## src/rtl/register_file_2r1w.sv

```systemverilog
// Two-read/one-write register file with registered read ports, write-to-read
// bypass, optional hard-wired zero entry and a sequential clear engine.
module register_file_2r1w #(
  parameter int unsigned WIDTH    = 8,
  parameter int unsigned DEPTH    = 8,
  parameter int unsigned ZERO_REG = 1
) (
  input  logic                                            Clk,
  input  logic                                            Reset_N,
  input  logic                                            WriteEn,
  input  logic [(($clog2(DEPTH) < 1) ? 1 : $clog2(DEPTH))-1:0] WriteAddr,
  input  logic [WIDTH-1:0]                                WriteData,
  input  logic                                            ReadEnA,
  input  logic                                            ReadEnB,
  input  logic [(($clog2(DEPTH) < 1) ? 1 : $clog2(DEPTH))-1:0] ReadAddrA,
  input  logic [(($clog2(DEPTH) < 1) ? 1 : $clog2(DEPTH))-1:0] ReadAddrB,
  output logic [WIDTH-1:0]                                OutA,
  output logic [WIDTH-1:0]                                OutB,
  input  logic                                            Clear,
  output logic                                            Busy,
  output logic                                            ClearDone
);

  localparam int unsigned AW = ($clog2(DEPTH) < 1) ? 1 : $clog2(DEPTH);

  typedef enum logic [1:0] {
    IDLE  = 2'd0,
    CLEAR = 2'd1,
    DONE  = 2'd2
  } state_t;

  state_t           state;
  logic [AW-1:0]    ptr;
  logic [WIDTH-1:0] mem [DEPTH];

  logic             wr_ok_c;
  logic [WIDTH-1:0] rd_a_c;
  logic [WIDTH-1:0] rd_b_c;

  // A write commits only outside the clear sweep, in range, and not to a hard-wired zero entry
  assign wr_ok_c = WriteEn && !Busy && (32'(WriteAddr) < DEPTH)
                   && !((ZERO_REG != 0) && (WriteAddr == '0));

  always_comb begin
    rd_a_c = '0;
    if ((32'(ReadAddrA) < DEPTH) && !((ZERO_REG != 0) && (ReadAddrA == '0))) begin
      if (wr_ok_c && (WriteAddr == ReadAddrA)) begin
        rd_a_c = WriteData;
      end else begin
        rd_a_c = mem[ReadAddrA];
      end
    end
  end

  always_comb begin
    rd_b_c = '0;
    if ((32'(ReadAddrB) < DEPTH) && !((ZERO_REG != 0) && (ReadAddrB == '0))) begin
      if (wr_ok_c && (WriteAddr == ReadAddrB)) begin
        rd_b_c = WriteData;
      end else begin
        rd_b_c = mem[ReadAddrB];
      end
    end
  end

  // Storage: the clear sweep and host writes are mutually exclusive via Busy
  always_ff @(posedge Clk or negedge Reset_N) begin
    if (!Reset_N) begin
      for (int unsigned i = 0; i < DEPTH; i++) begin
        mem[i] <= '0;
      end
    end else if (state == CLEAR) begin
      mem[ptr] <= '0;
    end else if (wr_ok_c) begin
      mem[WriteAddr] <= WriteData;
    end
  end

  always_ff @(posedge Clk or negedge Reset_N) begin
    if (!Reset_N) begin
      OutA <= '0;
      OutB <= '0;
    end else begin
      if (ReadEnA) OutA <= rd_a_c;
      if (ReadEnB) OutB <= rd_b_c;
    end
  end

  // Clear sequencer: one entry per cycle, then a single-cycle completion pulse
  always_ff @(posedge Clk or negedge Reset_N) begin
    if (!Reset_N) begin
      state     <= IDLE;
      ptr       <= '0;
      Busy      <= 1'b0;
      ClearDone <= 1'b0;
    end else begin
      case (state)
        IDLE: begin
          if (Clear) begin
            state <= CLEAR;
            ptr   <= '0;
            Busy  <= 1'b1;
          end
        end
        CLEAR: begin
          if (ptr == AW'(DEPTH - 1)) begin
            state     <= DONE;
            Busy      <= 1'b0;
            ClearDone <= 1'b1;
          end else begin
            ptr <= ptr + AW'(1);
          end
        end
        DONE: begin
          state     <= IDLE;
          ClearDone <= 1'b0;
        end
        default: begin
          state     <= IDLE;
          Busy      <= 1'b0;
          ClearDone <= 1'b0;
        end
      endcase
    end
  end

endmodule

```

## config.mk

```make
export PLATFORM = sky130hd
export DESIGN_NAME = register_file_2r1w
export DESIGN_NICKNAME = d
export VERILOG_FILES = /design/src/rtl/register_file_2r1w.sv
export SDC_FILE = /design/constraint.sdc
export NUM_CORES = 1
export LEC_CHECK = 0
export CAP_MARGIN = 20
export CORE_MARGIN = 3
export CORE_UTILIZATION = 58
export CTS_CLUSTER_DIAMETER = 40
export DETAILED_ROUTE_END_ITERATION = 6
export PLACE_DENSITY = 0.8
export SYNTH_ARGS = -nofsm -noshare
export SYNTH_HDL_FRONTEND = slang
export SYNTH_SLANG_ARGS = --single-unit
```

## constraint.sdc

```tcl
create_clock -name Clk -period 4.3 [get_ports Clk]
set_input_delay 0.645 -clock Clk [delete_from_list [all_inputs] [get_ports Clk]]
set_output_delay 0.645 -clock Clk [all_outputs]
set_load 0.1 [all_outputs]
```

Word-level counts from Yosys, hierarchy flattened
Cells that the tools add are included.
Widths: inputs -> output; s select.
{ "classes": {"addsub": 1, "multipliers": 0, "div_mod_pow": 0, "order_cmp": 6, "n_eq_ne": 8, "n_shift": 0, "mux": 28, "bitwise_logic": 8, "reduce_logical": 18} }
{ "ops": {"columns": ["cell", "count"], "rows": [
  ["$mux 64", 2],
  ["$mux 8", 10],
  ["$and 64x64->64", 1],
  ["$bwmux 64", 1],
  ["$not 64->64", 1],
  ["$bmux 8 s3", 2],
  ["$demux 8 s3", 2],
  ["$ge 4x4->1 const B", 4],
  ["$not 3->4", 4],
  ["$logic_not 3->1", 3],
  ["$lt 4x1->1 const B", 2],
  ["$eq 3x3->1", 2],
  ["$logic_and 1x1->1", 6],
  ["$mux 3", 2],
  ["$pmux 3 s2", 1],
  ["$reduce_and 3->1", 2],
  ["$mux 2", 2],
  ["$ne 2x2->1 const B", 2],
  ["$pmux 2 s2", 1],
  ["$reduce_and 2->1", 2],
  ["$reduce_bool 2->1", 2],
  ["$add 3x1->3 const B", 1],
  ["$eq 3x3->1 const B", 1],
  ["$mux 1", 3],
  ["8 further kinds", 10]
]} }
{ "totals": {"regBits": 87, "latchBits": 0, "mem_bits_rw": 0, "romBits": 0, "out_inout_bits": 18, "memories": 0} }

Depth between registers and ports, before layout
Gate-level depths: netlist (run 1).
{ "depth": {"word_depth": 8, "depth_mapped": 7} }

Worst setup path after synthesis (run 1)
Ideal clock, no wire load.
{ "synth_timing": {"path_type": "register to register", "from": "reg Busy", "to": "reg mem[16] in the netlist's numbering", "setup_time_ns": 0.121, "t_arrival_ns": 2.168, "required_ns": 4.179, "setup_slack_ns": 2.011, "path_stages_with_launch": 5, "n_path_buf": 0, "cell_sequence": "dfrtp_1 > nand3b_2 > nor4b_2 > a31oi_1 > a22o_1"} }
{ "synth_via": {"elab_chain_len": 4} }
{ "synth_rtl": {"columns": ["item", "line_no", "source"], "rows": [
  ["start: declaration", "20", "output logic Busy,"],
  ["start signal: assignment", "94", "Busy <= 1'b0;"],
  ["start signal: assignment", "102", "Busy <= 1'b1;"],
  ["start signal: assignment", "108", "Busy <= 1'b0;"],
  ["$logic_not 1->1", "41", "assign wr_ok_c = WriteEn && !Busy && (32'(WriteAddr) < DEPTH)"],
  ["$logic_and 1x1->1", "41", null],
  ["$logic_and 1x1->1", "42", "&& !((ZERO_REG != 0) && (WriteAddr == '0));"],
  ["$reduce_bool 2->1 (no line)", null, null],
  ["end signal: indexed assignment", "75", "mem[WriteAddr] <= WriteData;"],
  ["end: declaration", "34", "logic [WIDTH-1:0] mem [DEPTH];"]
]} }
Every way passes these cells.
A chain may end at the register's enable or synchronous reset.

Final worst setup path (run 1)
{ "layout_timing": {"from": "in ReadAddrB[0] in the netlist's numbering", "to": "reg OutB[3]"} }
{ "layout_via": {"elab_chain_len": 6, "elab_cells_between_ends": 9, "classes_between": "eq/ne: 1; mux: 5; bitwise: 1; reduce/logical: 2"} }
{ "layout_rtl": {"columns": ["item", "line_no", "source"], "rows": [
  ["start: declaration", "16", "input logic [(($clog2(DEPTH) < 1) ? 1 : $clog2(DEPTH))-1:0] ReadAddrB,"],
  ["$not 3->4 (implied by the code)", "61", "rd_b_c = mem[ReadAddrB];"],
  ["$bmux 8 s3", "61", null],
  ["$mux 8 (implied by the code) (2 in a row)", "61", null],
  ["$mux 8", "58", "if (wr_ok_c && (WriteAddr == ReadAddrB)) begin"],
  ["$mux 8 *", "57", "if ((32'(ReadAddrB) < DEPTH) && !((ZERO_REG != 0) && (ReadAddrB == '0))) begin"],
  ["end signal: assignment", "85", "if (ReadEnB) OutB <= rd_b_c;"],
  ["end: declaration", "18", "output logic [WIDTH-1:0] OutB,"]
]} }
Every way passes the cells marked *; elsewhere a longest branch is shown, timed or not. The select of a mux whose other input is x is not followed.

==> results of run 1 <==
[path summary, 6_finish.rpt]
path                       endpoint  slack (ns)  depth (start not counted)          from
max                         OutB[3]        1.47                          5  ReadAddrB[0]
min in group Clk            OutA[7]        0.50                          1       OutA[7]
max reg2reg                  mem[5]        1.75                          4      state[0]
min reg2reg                 OutA[7]        0.50                          1       OutA[7]
max in group asynchronous   mem[26]        3.03                          2       Reset_N
min                         mem[49]        0.27                          1       Reset_N
[worst register-to-register path, cell delays in order (launching register included)]
cell	delay (ns)
dfrtp_1	0.40
nor2b_1	0.81
nor3_2	0.30
a41oi_1	0.73
a22o_1	0.25
[cells by family after synthesis]
family | share of synthesized area (%)
adder cells (fa/ha/maj) | 0.529
buffers and inverters | 4.74
flip-flops | 46.1
AND/OR/NAND/NOR | 10.7
XOR/XNOR | 1.11
AO/OA/AOI/OAI | 11.8
multiplexers | 25.1
[final cells by class]
type / instances / share of cell area (%)
Tap cell: 102 / 2.36
Multi-Input combinational cell: 226 / 43.0
Inverter: 14 / 0.972
Clock inverter: 5 / 2.36
Sequential cell: 87 / 40.3
Clock buffer: 11 / 2.80
Timing Repair Buffer: 46 / 8.20
[synth_stat cells, types with 2 or more instances]
library cell  count
a211oi_1          2
a21oi_1           5
a221o_1          12
a221o_2           2
a22o_1           32
a31o_2            2
a31oi_1           3
and2_1            9
and2b_1          12
and4b_4           2
buf_2             3
buf_4             2
buf_6             7
clkbuf_1          2
clkbuf_8          4
dfrtp_1          87
ha_1              2
inv_1            14
mux2_2           15
mux2i_1          26
mux4_2           18
mux4_4           14
nand2_1          28
nand2b_1          2
nand3_1           3
nand3b_1          2
nor2b_1           3
nor3_1            4
nor4b_2           2
o21ai_0           3
o2bb2ai_1         3
or2b_1            2
xor2_1            6
[registers in the layout (all words and copies together) (netlist names)]
| signal | count |
|---|---|
| OutA | 8 |
| OutB | 8 |
| mem | 64 |
| state | 2 |
| Busy | 1 |
| ptr | 3 |
| ClearDone | 1 |
[stage by stage]
step	cells	utilization, %	total power, mW	setup WS, ns	hold WS, ns
3_3_place_gp	475	65.6	1.84	1.12	0.466
5_1_grt	491	69.2	2.75	1.36	0.300
6_report	491	69.2	2.64	1.47	0.272
3_5_place_dp	475	65.6	1.87	1.08	0.474
2_1_floorplan	345	-	1.64	2.01	0.349
4_1_cts	491	69.2	2.64	1.46	0.284
[layer usage]
metal  GRT usage, %  up-vias
li1               -     1411
met1           34.6     1678
met2           40.0      162
met3           7.19       25
met4           11.8        0
met5              0        -
[power by group through the flow]
stage                     Sequential, mW  Combinational [mW]  Clock [mW]
after CTS                           1.07               0.797       0.776
after global routing                1.09               0.850       0.816
after detailed placement            1.08               0.789           0
after global placement              1.07               0.768           0
after floorplan                     1.25               0.389           0
final                               1.07               0.794       0.777
==> impl_metrics.tcl, run 1 <==
set metrics [dict create \
    status "complete, no violations" \
    cts-root-buf "clkbuf_8" \
    syn_inst 345 \
    hold_viol_final 0 \
    cts_hold_buf 0 \
    place_area_mm2 0.00512 \
    fin_area_mm2 0.00540 \
    clock_skew_ns 0.0142 \
    synth_top_cell_area_share_pct 46.1 \
    crit_chain "clkdlybuf4s50_1 -> buf_4 -> mux4_2 -> mux2_2 -> a221o_1" \
    critPathSlowestCell "clkdlybuf4s50_1" \
    diodes 0 \
    syn_nets 370 \
    h-tree-depth 3 \
    die_w_um 96.3 \
    die_area_mm2 0.00927 \
    ys_seq_elements 87 \
    coreArea_mm2 0.00781 \
    vias_per_cell 6.67 \
    place_hpwl_mm 7.90 \
    place.gp.congestion 0.864 \
    power.density_mw_per_mm2 489 \
    max-slew-margin-rel_pct 32.9 \
    p_seq_share_pct 40.6 \
    power.leakage_nw 2.58 \
    grt_start_max_net_pins 46 \
    cts.sinks 87 \
    ioPinCount 41 \
    min_period_ns 2.83 \
    antenna_left 0 \
    yosysWarnings 0 \
    area_growth_pct 14.3 \
    drt-initial-drc-count 299 \
    startpoint_type "input port" \
    maxCapViolations 0 \
    wl_met1_mm 4.55 \
    antenna_found_initial 0 \
    critPathMaxStageDelay_ns 1.06 \
    grtUsageTotal_pct 26.1 \
    cp_num_buf_inv 2 \
    initial_core_util_pct 60.5 \
    route.met2.wl_mm 5.53 \
    numPortBuffers 40 \
    clock_latency_ns 0.37 \
    fill_cells 545 \
    fmax_ghz 0.354 \
    postCtsSetupRepairBufs 0 \
    switching_power_uw 927 \
    final_cell_mix "dfrtp_1 (87), clkdlybuf4s50_1 (39), a22o_1 (32)" \
    worstMarginPinSlew_ns 1.00 \
    syn_avg_cell_area_um2 13.7 \
    routed_wl_mm 11.3 \
    synthesis.area_mm2 0.00473 \
    intPower_mw 1.72 \
    multi_input_area_mm2 0.00232 \
    rsz0062_at_grt "false" \
    grt_pass1_vias 3292 \
    ys.flop_type "dfrtp_1" \
    die_h_um 96.3 \
    ctsLongestPathBuffers 2 \
    tns_ns 0 \
    min_period_over_period_pct 65.7 \
    drt-wirelength-per-cell_um 22.9 \
    min_path_type "input port to async pin" \
    crit_family "buffers and inverters" \
    worstPathMaxFanout 14 \
    finalSetupViolCount 0 \
    clockPowerShare_pct 29.4 \
    path_class "input port to flip-flop" \
    switching_share_pct 35.1 \
    ctsResizeCount 0 \
    post-synth-top-area-cell "dfrtp_1" \
    ir_worst_vdd_uv 353 \
    route.met3.wl_um 974 \
    numCtsBuffers 9 \
    yosys-top-cells-area "dfrtp_1 (46%), mux4_2 (8.6%), mux4_4 (7.4%)" \
    synth_edf_count 0 \
    drv_slew 0 \
    fp-row-count 32 \
    topRoutingLayerUsed "met4" \
    num_vias 3276 \
    grt_pass1_wl_mm 17.7 \
    drtPass1Iterations 5 \
    critical_path_arrival_ns 3.07 \
    seq_area_mm2 0.00218 \
    layout-drive-gt1-share_pct 21.9 \
    final_common_cell "dfrtp_1" \
    synth_cell_types 45 \
    path_clk_slew_ns 0.10 \
    crit_required_ns 4.55 \
    drc 0 \
    grt_overflow 0 \
    endpoint_kind "flip-flop" \
    cts_tree "done" \
    ys_seq_area_share_pct 46.1 \
    finalNetCount 409 \
    comb_power_share_pct 30.0 \
    async_reset_ff_share_pct 100 \
]
(Power assumes the default switching activity.)
==> run 2: changes to the inputs <==
Settings changed: CORE_UTILIZATION 58 to 52, PLACE_DENSITY 0.8 to 0.76.
Clock period 4.3 ns to 2.6 ns, I/O delays scaled along.
==> run 2 against run 1 <==
Against the previous run: sequential power is 64% higher; setup slack got worse by 0.99 ns; via count down 1.5%; design area is 1.6% higher; clock skew barely moved; total power increased by 57%; die area increased by 11%; hold slack lost 0.22 ns; combinational power increased by 68%; core utilization down 6.5 points; sequential share of layout area shrank 0.65 points; routed wire length shrank 4.6%; critical endpoint is now OutA[5]; largest cell class unchanged; largest power group unchanged.
==> impl_metrics.tcl, run 2 (same netlist as run 1, synthesis figures left out) <==
set metrics [dict create \
    place_hpwl_mm 7.98 \
    worstMarginPinSlew_ns 0.831 \
    largest_register_ffs 64 \
    die_w_um 101 \
    startpoint_type "input port" \
    die_h_um 101 \
    status "complete, no violations" \
    path_class "input port to flip-flop" \
    place_area_mm2 0.00527 \
    h-tree-depth 3 \
    ir_worst_vdd_uv 347 \
    min_period_ns 2.12 \
    seq_area_mm2 0.00218 \
    multi_input_area_mm2 0.00232 \
    critical_path_arrival_ns 2.35 \
    cts.sinks 87 \
    reg2reg_depth 5 \
    finalPower_mw 4.15 \
    final_common_cell "dfrtp_1" \
    instances_no_fill 513 \
    finalSetupViolCount 0 \
    switching_share_pct 36.4 \
    place_ws_ns 0.120 \
    rsz0062_at_grt "false" \
    p_seq_share_pct 42.4 \
    placedCellCount 497 \
    numPortBuffers 40 \
    endpoint_kind "flip-flop" \
    numCtsBuffers 9 \
    hold_viol_final 0 \
    comb_power_share_pct 32.1 \
    clockPowerShare_pct 25.5 \
    drc 0 \
    antenna_found_initial 0 \
    initial_core_util_pct 53.9 \
    cts_tree "done" \
    drv_slew 0 \
    worstPathMaxFanout 18 \
    coreArea_mm2 0.00876 \
    intPower_mw 2.64 \
    fp-row-count 34 \
    grt_start_max_net_pins 49 \
    drt-initial-drc-count 198 \
    ctsResizeCount 0 \
    min_path_type "input port to async pin" \
    grt_pass1_wl_mm 17.5 \
    diodes 0 \
    num_vias 3226 \
    fin_ws_ns 0.484 \
    clock_skew_ns 0.0143 \
    fill_cells 678 \
    maxCapViolations 0 \
    area_growth_pct 16.2 \
    place.gp.congestion 0.852 \
    grtUsageTotal_pct 22.2 \
    finalNetCount 425 \
    postCtsSetupRepairBufs 0 \
    min_period_over_period_pct 81.4 \
    holdWs_ns 0.0527 \
    largest_register "mem" \
    drtPass1Iterations 4 \
    routed_wl_mm 10.7 \
    antenna_left 0 \
    postLayoutCoreUtil_pct 62.7 \
    grt_overflow 0 \
    switching_power_mw 1.51 \
    power.density_mw_per_mm2 756 \
    max-slew-margin-rel_pct 44.3 \
    die_area_mm2 0.0103 \
    crit_required_ns 2.83 \
    cts_hold_buf 0 \
    ctsLongestPathBuffers 2 \
    ioPinCount 41 \
    reg_top3 "mem x64, OutA x8, OutB x8" \
    layout-drive-gt1-share_pct 29.1 \
    fmax_ghz 0.473 \
    path_clk_slew_ns 0.08 \
    grt_pass1_vias 3224 \
    clock_latency_ns 0.36 \
    tns_ns 0 \
    final_cell_mix "dfrtp_1 (87), buf_4 (36), a22o_1 (32)" \
    cts-root-buf "clkbuf_8" \
    fin_area_mm2 0.00549 \
    drt-wirelength-per-cell_um 20.9 \
    power.leakage_nw 2.68 \
    vias_per_cell 6.29 \
]
[run 2: cell count changes in the layout (fill, tap and decap cells not counted), sizes merged]
cell	change
buf	+34
clkdlybuf4s50	-18
clkinv	+2
bufinv	-2
[run 2: worst max-delay path, cell delays in order]
cell,delay (ns)
clkdlybuf4s50_1,0.51
buf_12,0.20
mux4_4,0.64
mux2_2,0.30
a221o_1,0.30
[run 2: power by group through the flow]
stage	clock [mW]	sequential [mW]	combinational (mW)
floorplan	0	2.07	0.644
global placement	0	1.76	1.30
detailed placement	0	1.78	1.33
CTS	1.07	1.75	1.34
global route	1.12	1.79	1.43
finish	1.06	1.76	1.33
[run 2: area by class of cell]
type                       count  share of cell area [%]
tap                          108                    2.46
clock buffer                  11                    2.57
sequential                    87                    39.6
clock inverter                 5                    1.48
inverter                      14                   0.957
multi-input combinational    226                    42.3
timing repair buffer          62                    10.6
[run 2: final timing paths]
path / from / endpoint / slack, ns
max reg2reg: state[0] / mem[32] / 0.66
min in group Clk: OutA[7] / OutA[7] / 0.49
min: Reset_N / OutA[7] / 0.05
min reg2reg: OutA[7] / OutA[7] / 0.49
max: ReadAddrA[0] / OutA[5] / 0.48
max in group asynchronous: Reset_N / mem[57] / 1.93
[run 2: per-layer routing]
layer | part of all wire, % | track usage (%) | up-vias
met5 | 0 | 0 | -
met4 | 1.9 | 7.36 | 0
met3 | 5.7 | 2.69 | 19
met2 | 48 | 35.4 | 123
met1 | 44 | 32.0 | 1642
li1 | - | - | 1442
==> variant 1: new RTL, flow settings as in run 2 <==
The 3 states of `state_t` get a one-hot encoding in 3 bits.
--- a/src/rtl/register_file_2r1w.sv
+++ b/src/rtl/register_file_2r1w.sv
@@ -23,10 +23,10 @@
 
   localparam int unsigned AW = ($clog2(DEPTH) < 1) ? 1 : $clog2(DEPTH);
 
-  typedef enum logic [1:0] {
-    IDLE  = 2'd0,
-    CLEAR = 2'd1,
-    DONE  = 2'd2
+  typedef enum logic [2:0] {
+    IDLE  = 3'b001,
+    CLEAR = 3'b010,
+    DONE  = 3'b100
   } state_t;
 
   state_t           state;
Function: no difference found for any inputs over 4 cycles, from zero or initial values and one cycle with Reset_N low; so few cycles prove little.
==> variant 1 against run 2 <==
Cell area rose by 1.4%; critical path type is now reg -> reg; cell count rose by 1.6%; wire length rose by 5.6%; worst setup slack improved by 3.0 ps; highest routed layer unchanged; sequential cell count rose by 1; clock skew fell by 4.1 ps; fmax rose by 0.14%; total power rose by 39%; area after synthesis rose by 2.9%.
==> variant 1: results <==
set metrics [dict create \
    status "completed" \
    ys_seq_area_share_pct 45.3 \
    drtPass1Iterations 5 \
    use_met3_pct 3.86 \
    multi_input_cells 237 \
    vdd_drop_max_v 0.000519 \
    power_switching_mw 2.36 \
    critPathArrivalTime_ps 2400 \
    seq_share_pct 39.6 \
    routed-wl-met3_um 726 \
    avgViaCountPerCell 6.44 \
    reg2reg_from "state[2]$_DFFE_PN0P_" \
    grt_use_total_pct 23.0 \
    worstPathMaxFanout 8 \
    grt_first_pass_wirelength_mm 18.3 \
    grt_max_degree 52 \
    layout-drive-gt1-share_pct 26.9 \
    final_nets 434 \
    synth.area.top_cells "dfrtp_1 (45%), mux4_1 (8.1%), a22o_1 (5.8%), mux2i_1 (5.4%), mux4_2 (4.2%)" \
    use_met2_pct 37.0 \
    met1_length_mm 4.85 \
    netlist-cell-type-count 50 \
    powerClk_mw 0.861 \
    buffers 63 \
    inverters 10 \
    cts_sinks 88 \
    fillers 671 \
    gr-usage-met1_pct 31.5 \
    hp-class "reg -> reg" \
    postPlaceCellArea_um2 5390 \
]
[variant 1: changes by cell type after synthesis, sizes merged, moves of 2 or more]
cell,before,now
inv,14,10
nor2,1,6
nand3,4,2
nand2,28,32
nand3b,3,5
o31ai,0,2
[variant 1: what timing repair did]
action                                 CTS  global route
setup endpoints to repair                0             0
endpoints found under the hold margin   10             0
hold buffers                             1             0
[variant 1: critical path, stage by stage (launching register included)]
cell and delay, ps:
dfrtp_1 460, nor3b_2 520, nor4b_2 130, a31oi_1 690, a22o_1 240
[variant 1: cells by family after synthesis]
logic type                 after synthesis  share of synthesized area [%]
and+or+nand+nor                         88                           11.6
DFF                                     88                           45.3
muxes                                   73                           25.2
AOI/OAI and AO/OA                       68                           11.9
buffers and inverters                   29                           4.43
xor gates and xnor gates                 6                           1.08
adders and majority gates                2                          0.515
[variant 1: metrics by stage]
stage | setup WS (ps) | hold slack (ps)
after global routing | 327 | 536
final | 487 | 501
after global placement | 185 | 385
after CTS | 489 | 506
after floorplan | 287 | 94.4
after detailed placement | 139 | 389
==> variant 2: new RTL, flow settings as in run 2 <==
Without the edit above. The parameter `ZERO_REG` goes from 1 to 0.
--- a/src/rtl/register_file_2r1w.sv
+++ b/src/rtl/register_file_2r1w.sv
@@ -3,7 +3,7 @@
 module register_file_2r1w #(
   parameter int unsigned WIDTH    = 8,
   parameter int unsigned DEPTH    = 8,
-  parameter int unsigned ZERO_REG = 1
+  parameter int unsigned ZERO_REG = 0
 ) (
   input  logic                                            Clk,
   input  logic                                            Reset_N,
Formal check against the unedited RTL: not equivalent (a bounded check fails within 4 cycles, from zero or initial values and one cycle with Reset_N low).
==> variant 2 against run 2 <==
Sequential share of layout area fell by 3.0 points; cell area rose by 8.2%; area after synthesis rose by 9.6%; worst setup slack improved by 22 ps; via count rose by 37%; total power rose by 28%; sequential power rose by 18%; sequential cell count did not move; wire length rose by 40%; count of clock-buffer cells in the layout rose by 1.
==> variant 2: results <==
set metrics [dict create \
    whs_ps 15.4 \
    dpl.hpwl_mm 10.4 \
    postPlaceCellArea_um2 5690 \
    post-place-cells 622 \
    r2r-end "mem[59]$_DFFE_PN0P_" \
    multi_input_area_share_pct 41.5 \
    ys_seq_area_share_pct 42.0 \
    seq_share_pct 36.6 \
    seq_cells 87 \
    skew_ps 7.87 \
    inverters 80 \
    post-place-ws_ps 160 \
    swShare_pct 41.9 \
    final_nets 530 \
    power_switching_mw 2.22 \
    use_met3_pct 4.04 \
    layout-drive-gt1-share_pct 17.7 \
    synth_compound_area_share_pct 12.9 \
    synth_mux_area_share_pct 18.9 \
    num-clock-buffers 12 \
    cp_top_family "buffers and inverters" \
    r2r_slack_ps 550 \
    met1_length_mm 6.13 \
    tightest_slew_ps 1020 \
    synth-xor-area-share_pct 1.01 \
    netlist-cell-type-count 37 \
    buffers 66 \
    multi_input_cells 261 \
    max_stage_delay_ps 680 \
    status "completed" \
]
## variant 2: cell types whose count changed in the layout (fill, tap and decap cells not counted), sizes merged, moves of 8 or more
cell / run 2 / this run
a221o: 14 / 6
a221oi: 0 / 10
a22o: 32 / 0
and2: 10 / 0
and2b: 13 / 0
and3: 0 / 8
inv: 14 / 80
mux2: 15 / 7
mux2i: 26 / 12
nand2: 28 / 3
nand4: 0 / 64
nor2: 1 / 14
o31ai: 0 / 64
## variant 2: how the worst max path moves through the flow
stage	startpoint	to
2_1_floorplan	Busy$_DFFE_PN0P_	mem[0]$_DFFE_PN0P_
3_3_place_gp	ReadAddrB[0]	OutB[5]$_DFFE_PN0P_
3_5_place_dp	ReadAddrA[2]	OutA[7]$_DFFE_PN0P_
4_1_cts	state[1]$_DFFE_PN0P_	mem[43]$_DFFE_PN0P_
5_1_grt	ReadAddrA[2]	OutA[7]$_DFFE_PN0P_
6_report	ReadAddrA[2]	OutA[7]$_DFFE_PN0P_
